### config.mk
export PLATFORM = sky130hd
export DESIGN_NAME = exhaustive_pattern_capture
export DESIGN_NICKNAME = d
export VERILOG_FILES = /design/src/rtl/exhaustive_pattern_capture.sv
export SDC_FILE = /design/constraint.sdc
export NUM_CORES = 1
export LEC_CHECK = 0
export ABC_AREA = 1
export CAP_MARGIN = 0
export CORE_MARGIN = 3
export CORE_UTILIZATION = 46
export CTS_CLUSTER_SIZE = 40
export DETAILED_ROUTE_END_ITERATION = 12
export HOLD_SLACK_MARGIN = 0.12
export MAX_ROUTING_LAYER = met4
export PLACE_DENSITY_LB_ADDON = 0.15
export SLEW_MARGIN = 20
export SYNTH_ARGS = -nofsm -noshare
export SYNTH_HDL_FRONTEND = slang
export SYNTH_SLANG_ARGS = --single-unit
### constraint.sdc
create_clock -name CK -period 2 [get_ports CK]
set_clock_uncertainty 0.1 [all_clocks]
set_input_delay 0.5 -clock CK [delete_from_list [all_inputs] [get_ports CK]]
set_output_delay 0.5 -clock CK [all_outputs]
set_load 0.1 [all_outputs]
### src/rtl/exhaustive_pattern_capture.sv
// exhaustive_pattern_capture: applies every N_IN-bit pattern to a DUT, holds it for DWELL cycles,
// then streams one {pattern, response} record per pattern over valid/ready. MISR via EXHAUSTIVE_CAPTURE_MISR_EN.
//
// state   | meaning
// --------+--------------------------------------------------------------
// ST_IDLE | no sweep; pat_out=0, waiting for start
// ST_WAIT | pattern driven, dwell counting up to DWELL-1, then sample
// ST_EMIT | record offered on rec_*, held until rec_valid && rec_ready
// ST_DONE | one-cycle done pulse after the last record was accepted
module exhaustive_pattern_capture #(
    parameter int N_IN  = 3,
    parameter int N_OUT = 1,
    parameter int DWELL = 1
) (
    input  logic             CK,
    input  logic             reset,
    input  logic             start,
    input  logic             abort,
    output logic [N_IN-1:0]  pat_out,
    input  logic [N_OUT-1:0] resp_in,
    output logic             rec_valid,
    input  logic             rec_ready,
    output logic [N_IN-1:0]  rec_pattern,
    output logic [N_OUT-1:0] rec_response,
    output logic             busy,
    output logic             done
`ifdef EXHAUSTIVE_CAPTURE_MISR_EN
    ,
    output logic [15:0]      sig
`endif
);

    localparam int PW  = N_IN + 1;
    localparam int DCW = (DWELL > 1) ? $clog2(DWELL) : 1;
    localparam logic [PW-1:0]  LAST_PAT   = PW'((1 << N_IN) - 1);
    localparam logic [DCW-1:0] DWELL_LAST = DCW'(DWELL - 1);

    typedef enum logic [1:0] {
        ST_IDLE,
        ST_WAIT,
        ST_EMIT,
        ST_DONE
    } state_t;

    state_t           state_q;
    logic [PW-1:0]    pat_q;
    logic [DCW-1:0]   dwell_q;
    logic [N_IN-1:0]  pat_out_q;
    logic             rec_valid_q;
    logic [N_IN-1:0]  rec_pattern_q;
    logic [N_OUT-1:0] rec_response_q;
    logic             busy_q;
    logic             done_q;

    logic [PW-1:0]    pat_nxt_d;
    logic             last_pat;
    logic             dwell_hit;
    logic             handshake;

    // One extra counter bit keeps the last-pattern compare free of wrap-around.
    assign pat_nxt_d = pat_q + 1'b1;
    assign last_pat  = (pat_q == LAST_PAT);
    assign dwell_hit = (dwell_q == DWELL_LAST);
    assign handshake = rec_valid_q & rec_ready;

`ifdef EXHAUSTIVE_CAPTURE_MISR_EN
    logic [15:0] sig_q;
    logic [15:0] misr_in_d;

    function automatic logic [15:0] lfsr_step(input logic [15:0] s);
        return {s[14:0], 1'b0} ^ (s[15] ? 16'h1021 : 16'h0000);
    endfunction

    assign misr_in_d = 16'({rec_pattern_q, rec_response_q});
    assign sig       = sig_q;
`endif

    always_ff @(posedge CK or negedge reset) begin
        if (!reset) begin
            state_q        <= ST_IDLE;
            pat_q          <= '0;
            dwell_q        <= '0;
            pat_out_q      <= '0;
            rec_valid_q    <= 1'b0;
            rec_pattern_q  <= '0;
            rec_response_q <= '0;
            busy_q         <= 1'b0;
            done_q         <= 1'b0;
`ifdef EXHAUSTIVE_CAPTURE_MISR_EN
            sig_q          <= 16'hFFFF;
`endif
        end else begin
            done_q <= 1'b0;
            case (state_q)
                ST_IDLE: begin
                    if (start && !abort) begin
                        state_q   <= ST_WAIT;
                        pat_q     <= '0;
                        dwell_q   <= '0;
                        pat_out_q <= '0;
                        busy_q    <= 1'b1;
`ifdef EXHAUSTIVE_CAPTURE_MISR_EN
                        sig_q     <= 16'hFFFF;
`endif
                    end
                end
                ST_WAIT: begin
                    if (abort) begin
                        state_q   <= ST_IDLE;
                        pat_out_q <= '0;
                        busy_q    <= 1'b0;
                    end else begin
                        dwell_q <= dwell_q + 1'b1;
                        if (dwell_hit) begin
                            rec_pattern_q  <= pat_q[N_IN-1:0];
                            rec_response_q <= resp_in;
                            rec_valid_q    <= 1'b1;
                            state_q        <= ST_EMIT;
                        end
                    end
                end
                ST_EMIT: begin
                    // abort drops the pending record even if the sink accepts it this cycle
                    if (abort) begin
                        state_q     <= ST_IDLE;
                        rec_valid_q <= 1'b0;
                        pat_out_q   <= '0;
                        busy_q      <= 1'b0;
                    end else if (handshake) begin
                        rec_valid_q <= 1'b0;
`ifdef EXHAUSTIVE_CAPTURE_MISR_EN
                        sig_q       <= lfsr_step(sig_q) ^ misr_in_d;
`endif
                        if (last_pat) begin
                            state_q   <= ST_DONE;
                            done_q    <= 1'b1;
                            pat_out_q <= '0;
                        end else begin
                            state_q   <= ST_WAIT;
                            pat_q     <= pat_nxt_d;
                            pat_out_q <= pat_nxt_d[N_IN-1:0];
                            dwell_q   <= '0;
                        end
                    end
                end
                ST_DONE: begin
                    state_q <= ST_IDLE;
                    busy_q  <= 1'b0;
                end
                default: begin
                    state_q <= ST_IDLE;
                    busy_q  <= 1'b0;
                end
            endcase
        end
    end

    assign pat_out      = pat_out_q;
    assign rec_valid    = rec_valid_q;
    assign rec_pattern  = rec_pattern_q;
    assign rec_response = rec_response_q;
    assign busy         = busy_q;
    assign done         = done_q;

endmodule
==> impl_results.md, run 1 <==
* Final setup viols at 0
* Final RePlAce weighted congestion at 0.877
* Seq/Total Area, Yosys at 41.8%
* Pwr Density at 1430 nW/um^2
* Clock group share of total power at 10.1%
* CTS Buffer Depth at 2
* Final worst slack at 0.362 ns
* Via-to-Cell Ratio at slightly below 5
* Die X at 53.1 um
* R2R depth at 6
* Post-CTS Setup Bufs at 0
* Layout cell share with drive strength beyond 1 at 19.1%
* Leak pwr at 0.703 nW
* Met2 wire length at 995 um
* Top cell type's share of synthesized area at 41.8%
* Worst EP arrival at 1.78 ns
* Met3 routed WL at 119 um
* Worst Setup Path Type: reg2reg
* Vias at 889
* Critical path launch point: state_q[0]
* Synth area leaders: dfrtp_1 (42%), nand2_1 (18%), ha_1 (8.6%), nor2_1 (4.8%), inv_1 (3.7%)
* Initial Utilization at 50.4%
* Mapped Cells at 133
* Dpl hpwl at 1.64 mm
* Max Cap Viol at 0
* Placed Instance Area at 1310 um^2
* Total track usage at 19.2%
* P&R area growth vs syn at 30.7%
* CP endpoint kind: flip-flop
* Slew @ Worst Pin at 0.316 ns
* Non-Filler Cell Area, Final at around 1300 um^2
* XOR/XNOR share of the synthesized area at 0%
* Status: finished, final reports clean
* Post-synthesis mux area share at 0%
* Worst VDD drop at a little over 1 mV
* Post-synthesis simple-gate area fraction at about 39%
* Die Ht at 53.1 um
* Net Sw Power at slightly below 1 mW
* Clk Tree Root Cell: clkbuf_4
* Synth Area in Adders at roughly 8.6%
* Antenna violations before repair at 0
* Drt pass-1 iters at 4
* Hold WS at 0.422 ns
* Layout net count at 166
* Area of the core at 2020 um^2
* Total power at 1.90 mW
* Synth Register Bits at 17
* Synth warn at 0
* RSZ-0062 raised after global routing: no
* Syn nets at 146
* Avg Cell Area, Syn at 7.66 um^2
* DRT met1 WL at 960 um
* Unique masters post-synth at 19
* Worst endpoint required time at roughly 2.1 ns
* # resized after CTS at 0
* Period utilization at 81.9%
* Vias in the first global route at 888
* Gate power share at between 60% and 70%
* Clock latency at the later pin of the worst-skew pair at 0.30 ns
* Synth Area in Compound Gates at approximately 5.5%
* Post-CTS Hold Fix Bufs at 0
* First-pass GRT wire length at 3.78 mm
* Clk sinks at 17
* Routed Antenna Nets at 0
* Clock slew at reported path FFs at 0.10 ns
* Worst Hold Class: in2async
* Asr flop ratio synth at between 90% and 100%
* Post-synth EDFFs at 0
* Setup tns final at 0 ns
* P_int at 0.909 mW
* Worst reg2reg endpoint: state_q[1]
* Fin crit period at about 1.6 ns
* Largest family of logic cells by synthesized area: simple AND/OR/NAND/NOR gates
* # port buffers at 15
* DP Worst Slack at between 0.06 and 0.07 ns
* FF-to-FF Start: state_q[0]
* Max-slew violation count at 0
* CTS H-tree depth at 1
* Antenna diodes at 0
* Sequential Power Share at 27.3%
* Die ar. at 2810 um^2
* Worst-path maximum fanout at 7
* Mapped Area at 1020 um^2
* Final Hold Fails at 0
* Rows at 16
* GRT overflow at 0
* Cell with the most instances after synthesis: nand2_1
* CTS tree: yes
* Max frequency at a little over 600 MHz
* Critical Path Source Type: flip-flop
* Worst setup path endpoint: state_q[1]
* Largest net degree at the start of global routing at 18
* 1st-iter DRT viols at 20
* R2R setup slack at 0.36 ns
* Max Used Layer: met4
* Sw Share at 52.3%
* Main flop type after synthesis: dfrtp_1
* Cell taking the most area after synthesis: dfrtp_1
* WL final at 2.12 mm
* Ports at 16
* Number of CTS-inserted buffers at 3
* DRC viols at 0
* Synth top cells by count: nand2_1 (49), dfrtp_1 (17), nor2_1 (13), inv_1 (10)
* Wire per inst at 11.8 um
* Slew headroom at 78.7%
[cell families after synthesis]
kind of cell,count (synthesis)
flip-flops,17
adder cells (fa/ha/maj),7
buffers and inverters,13
AND/OR/NAND/NOR,85
AO/OA/AOI/OAI,11
[worst min path at each step]
stage / to / startpoint / cells past startpoint / slack (ns)
6_report: rec_valid / reset / 2 / 0.42
5_1_grt: rec_valid / reset / 2 / 0.44
4_1_cts: rec_valid / reset / 2 / 0.43
3_5_place_dp: pat_q[3] / pat_q[3] / 2 / 0.42
3_3_place_gp: rec_pattern[2] / rec_pattern[2] / 2 / 0.42
2_1_floorplan: busy / reset / 0 / 0.10
[layout by cell type (no fill, tap or decap)]
master           Yosys  final
clkdlybuf4s50_1      0      5
inv_1               10     10
o21ai_0              7      7
a21oi_1              1      1
buf_12               0     10
nand3_1              7      7
nand4_2              1      1
nand3_2              2      2
nor3_1               2      2
buf_4                0      1
clkbuf_1             0      1
dfrtp_1             17     17
nor2_2               3      3
nand2_1             49     49
o21ai_1              2      2
nand2_2              4      4
ha_1                 7      7
nand4_1              1      1
clkbuf_4             0      3
inv_4                2      2
nor2_1              13     13
o22ai_1              1      1
nand2_4              3      3
[metal layers]
metal | vias to the layer above | track usage, %
li1 | 462 | -
met1 | 395 | 22.6
met2 | 27 | 30.6
met3 | 5 | 3.38
met4 | 0 | 11.5
met5 | - | -
[cell type report]
class	count	area, um^2
fill	173	691
multi-input combinational	103	538
sequential	17	425
timing repair buffer	16	258
inverter	12	50.0
tap	27	33.8
clock buffer	4	26.3
[power by group through the flow]
| stage | registers, mW | logic, mW | clock network (mW) |
|---|---|---|---|
| 2_1_floorplan | 0.788 | 0.585 | 0 |
| 3_3_place_gp | 0.527 | 1.18 | 0 |
| 3_5_place_dp | 0.528 | 1.19 | 0 |
| 4_1_cts | 0.522 | 1.20 | 0.196 |
| 5_1_grt | 0.537 | 1.32 | 0.206 |
| 6_report | 0.520 | 1.19 | 0.193 |
[stage by stage]
stage | cells | utilization [%]
final | 179 | 65.8
after global routing | 179 | 65.8
after global placement | 175 | 64.5
after floorplan | 133 | -
after detailed placement | 175 | 64.5
after CTS | 179 | 65.8
[sequential cells by signal, summed over array words and instances (netlist names)]
signal,cells
busy,1
rec_valid,1
rec_pattern,3
state_q,2
done,1
pat_q,4
dwell_q,1
pat_out,3
rec_response,1
[worst max-delay path: stages, from the launching register on]
cell and delay [ns]:
dfrtp_1 0.43, inv_1 0.14, ha_1 0.35, nand4_2 0.20, o21ai_0 0.23, nand2_1 0.08
nand2_1 0.06
Note: power is estimated with default switching activity, not from simulation.
==> run 2, diff against run 1 <==
==> constraint.sdc (replaced) <==
create_clock -name CK -period 1.5 [get_ports CK]
set_clock_uncertainty 0.1 [all_clocks]
set_input_delay 0.375 -clock CK [delete_from_list [all_inputs] [get_ports CK]]
set_output_delay 0.375 -clock CK [all_outputs]
set_load 0.1 [all_outputs]
==> run 2 against run 1 <==
  * Register-to-register slack worse by 0.36 ns
  * Sequential share of layout area down 4.2 points
  * Cell count rose by 8.9%
  * Worst hold slack lost 0.14 ns
  * Worst setup slack got worse by 0.36 ns
  * Critical path type unchanged
==> impl_results.md, run 2 (synthesis gave the netlist of run 1 again) <==
* Layout cell share with drive strength beyond 1 at 34.5% (was 19.1%)
* Die ar. at 2810 um^2 (unchanged)
* Worst Setup Path Type: reg2reg (unchanged)
* DRC viols at 0 (unchanged)
* Max frequency at 667 MHz (was 610 MHz)
* Clk Tree Root Cell: clkbuf_4 (unchanged)
* GRT overflow at 0 (unchanged)
* Antenna violations before repair at 0 (unchanged)
* Pwr Density at 1970 nW/um^2 (was 1430 nW/um^2)
* Clock slew at reported path FFs at 0.11 ns (was 0.10 ns)
* Critical path launch point: state_q[1] (was state_q[0])
* Worst VDD drop at 1.88 mV (was 1.02 mV)
* Max reg flops at 4 (unchanged)
* Status: finished, final reports clean (unchanged)
* Max Cap Viol at 0 (unchanged)
* 1st-iter DRT viols at 37 (was 20)
* Worst-path maximum fanout at 5 (was 7)
* Leak pwr at 0.793 nW (was 0.703 nW)
* Vias in the first global route at 959 (was 888)
* Slew @ Worst Pin at 0.294 ns (was 0.316 ns)
* Ports at 16 (unchanged)
* Worst Hold Class: in2async (unchanged)
* Commonest non-fill, non-tap cells in the layout: nand2_1 (49), buf_4 (16), dfrtp_1 (15) (was nand2_1 (49), dfrtp_1 (17), nor2_1 (13))
* Initial Utilization at 50.4% (unchanged)
* Final RePlAce weighted congestion at 0.835 (was 0.877)
* FF-to-FF Start: state_q[1] (was state_q[0])
* Most common cell after layout, fill and taps aside: nand2_1 (unchanged)
* Slew headroom at 80.4% (was 78.7%)
* Largest register by flop count: pat_q (unchanged)
* Rows at 16 (unchanged)
* Die Ht at 53.1 um (unchanged)
* Layout net count at 182 (was 166)
* Post-CTS Hold Fix Bufs at 0 (unchanged)
* Max-slew violation count at 0 (unchanged)
* Core Util, Final at 76.1% (was 65.8%)
* Wire per inst at 14.1 um (was 11.8 um)
* Drt pass-1 iters at 4 (unchanged)
* P&R area growth vs syn at 51.1% (was 30.7%)
* Antenna diodes at 0 (unchanged)
* Die X at 53.1 um (unchanged)
* Total track usage at 20.1% (was 19.2%)
* First-pass GRT wire length at 3.96 mm (was 3.78 mm)
* Worst endpoint required time at 1.60 ns (was 2.14 ns)
* CP endpoint kind: flip-flop (unchanged)
* Vias at 1056 (was 889)
* Final setup viols at 0 (unchanged)
* Dpl hpwl at 1.74 mm (was 1.64 mm)
* Hold WS at 0.284 ns (was 0.422 ns)
* Fin crit period at 1.50 ns (was 1.64 ns)
* Period utilization at 99.9% (was 81.9%)
* WL final at 2.76 mm (was 2.12 mm)
* Critical Path Source Type: flip-flop (unchanged)
* Clock latency at the later pin of the worst-skew pair at 0.30 ns (about the same)
* CTS Buffer Depth at 2 (unchanged)
* Area of the core at 2020 um^2 (unchanged)
* Final Hold Fails at 0 (unchanged)
* CTS H-tree depth at 1 (unchanged)
* RSZ-0062 raised after global routing: yes (was no)
* Routed Antenna Nets at 0 (unchanged)
* # port buffers at 15 (unchanged)
* Largest net degree at the start of global routing at 18 (unchanged)
* Via-to-Cell Ratio at 5.42 (was 4.97)
* Number of CTS-inserted buffers at 3 (unchanged)
* CTS tree: yes (unchanged)
* Worst EP arrival at 1.60 ns (was 1.78 ns)
* Clk sinks at 17 (unchanged)
run 2: worst paths after layout:
path                                  end  slack [ns]  depth (start not counted)
setup / recovery                  dwell_q       0.002                          8
hold / removal                       done        0.28                          2
setup reg to reg                  dwell_q       0.002                          8
hold reg to reg            rec_pattern[1]        0.44                          2
max in group asynchronous      state_q[1]        0.81                          2
min in group CK                      done        0.43                          3
run 2: per-layer routing:
layer	part of all wire (%)	global-route usage [%]	wire length, um	vias up
li1	-	-	-	488
met1	39	21.7	1060	484
met2	49	34.7	1340	66
met3	9.0	4.23	247	18
met4	3.7	9.79	101	0
met5	0	-	0	-
run 2: cell type report:
cell class	instances	area, um^2
flip-flops and latches	17	428
well taps	27	33.8
multi-input cells	103	616
fillers	134	483
clock inverters	1	5.00
repair buffers	32	384
inverters	12	50.0
clock buffers	3	22.5
run 2: repair_timing:
action	4_1_cts	5_1_grt
resized for setup	5	16
buffers inserted	0	2
setup endpoints to repair	8	15
cloned	0	0
pin swaps	0	12
run 2: per-stage QoR:
step / worst slack, ns / total power, mW / TNS [ns] / cell area [um^2] / std cells
after floorplan: 0.0201 / 1.83 / 0 / 1020 / 133
after global placement: -0.172 / 2.43 / -1.95 / 1410 / 189
after detailed placement: -0.242 / 2.47 / -2.81 / 1410 / 189
after CTS: -0.00569 / 2.78 / -0.00569 / 1460 / 193
after global routing: -0.106 / 3.22 / -0.481 / 1540 / 195
final: 0.00187 / 3.03 / 0 / 1540 / 195
run 2: critical path, stage by stage, from the launching register on:
cell and delay [ns]:
dfrtp_2 0.47, buf_4 0.16, ha_4 0.18, nand2_1 0.08
nand2_1 0.09, nor2_2 0.11, nand2_1 0.08, nand2_1 0.08
nand2_1 0.05
run 2: where the power goes:
group,internal (mW),switching [mW],total (mW)
clock network,0.0996,0.160,0.259
registers,0.573,0.134,0.708
logic,0.817,1.25,2.07
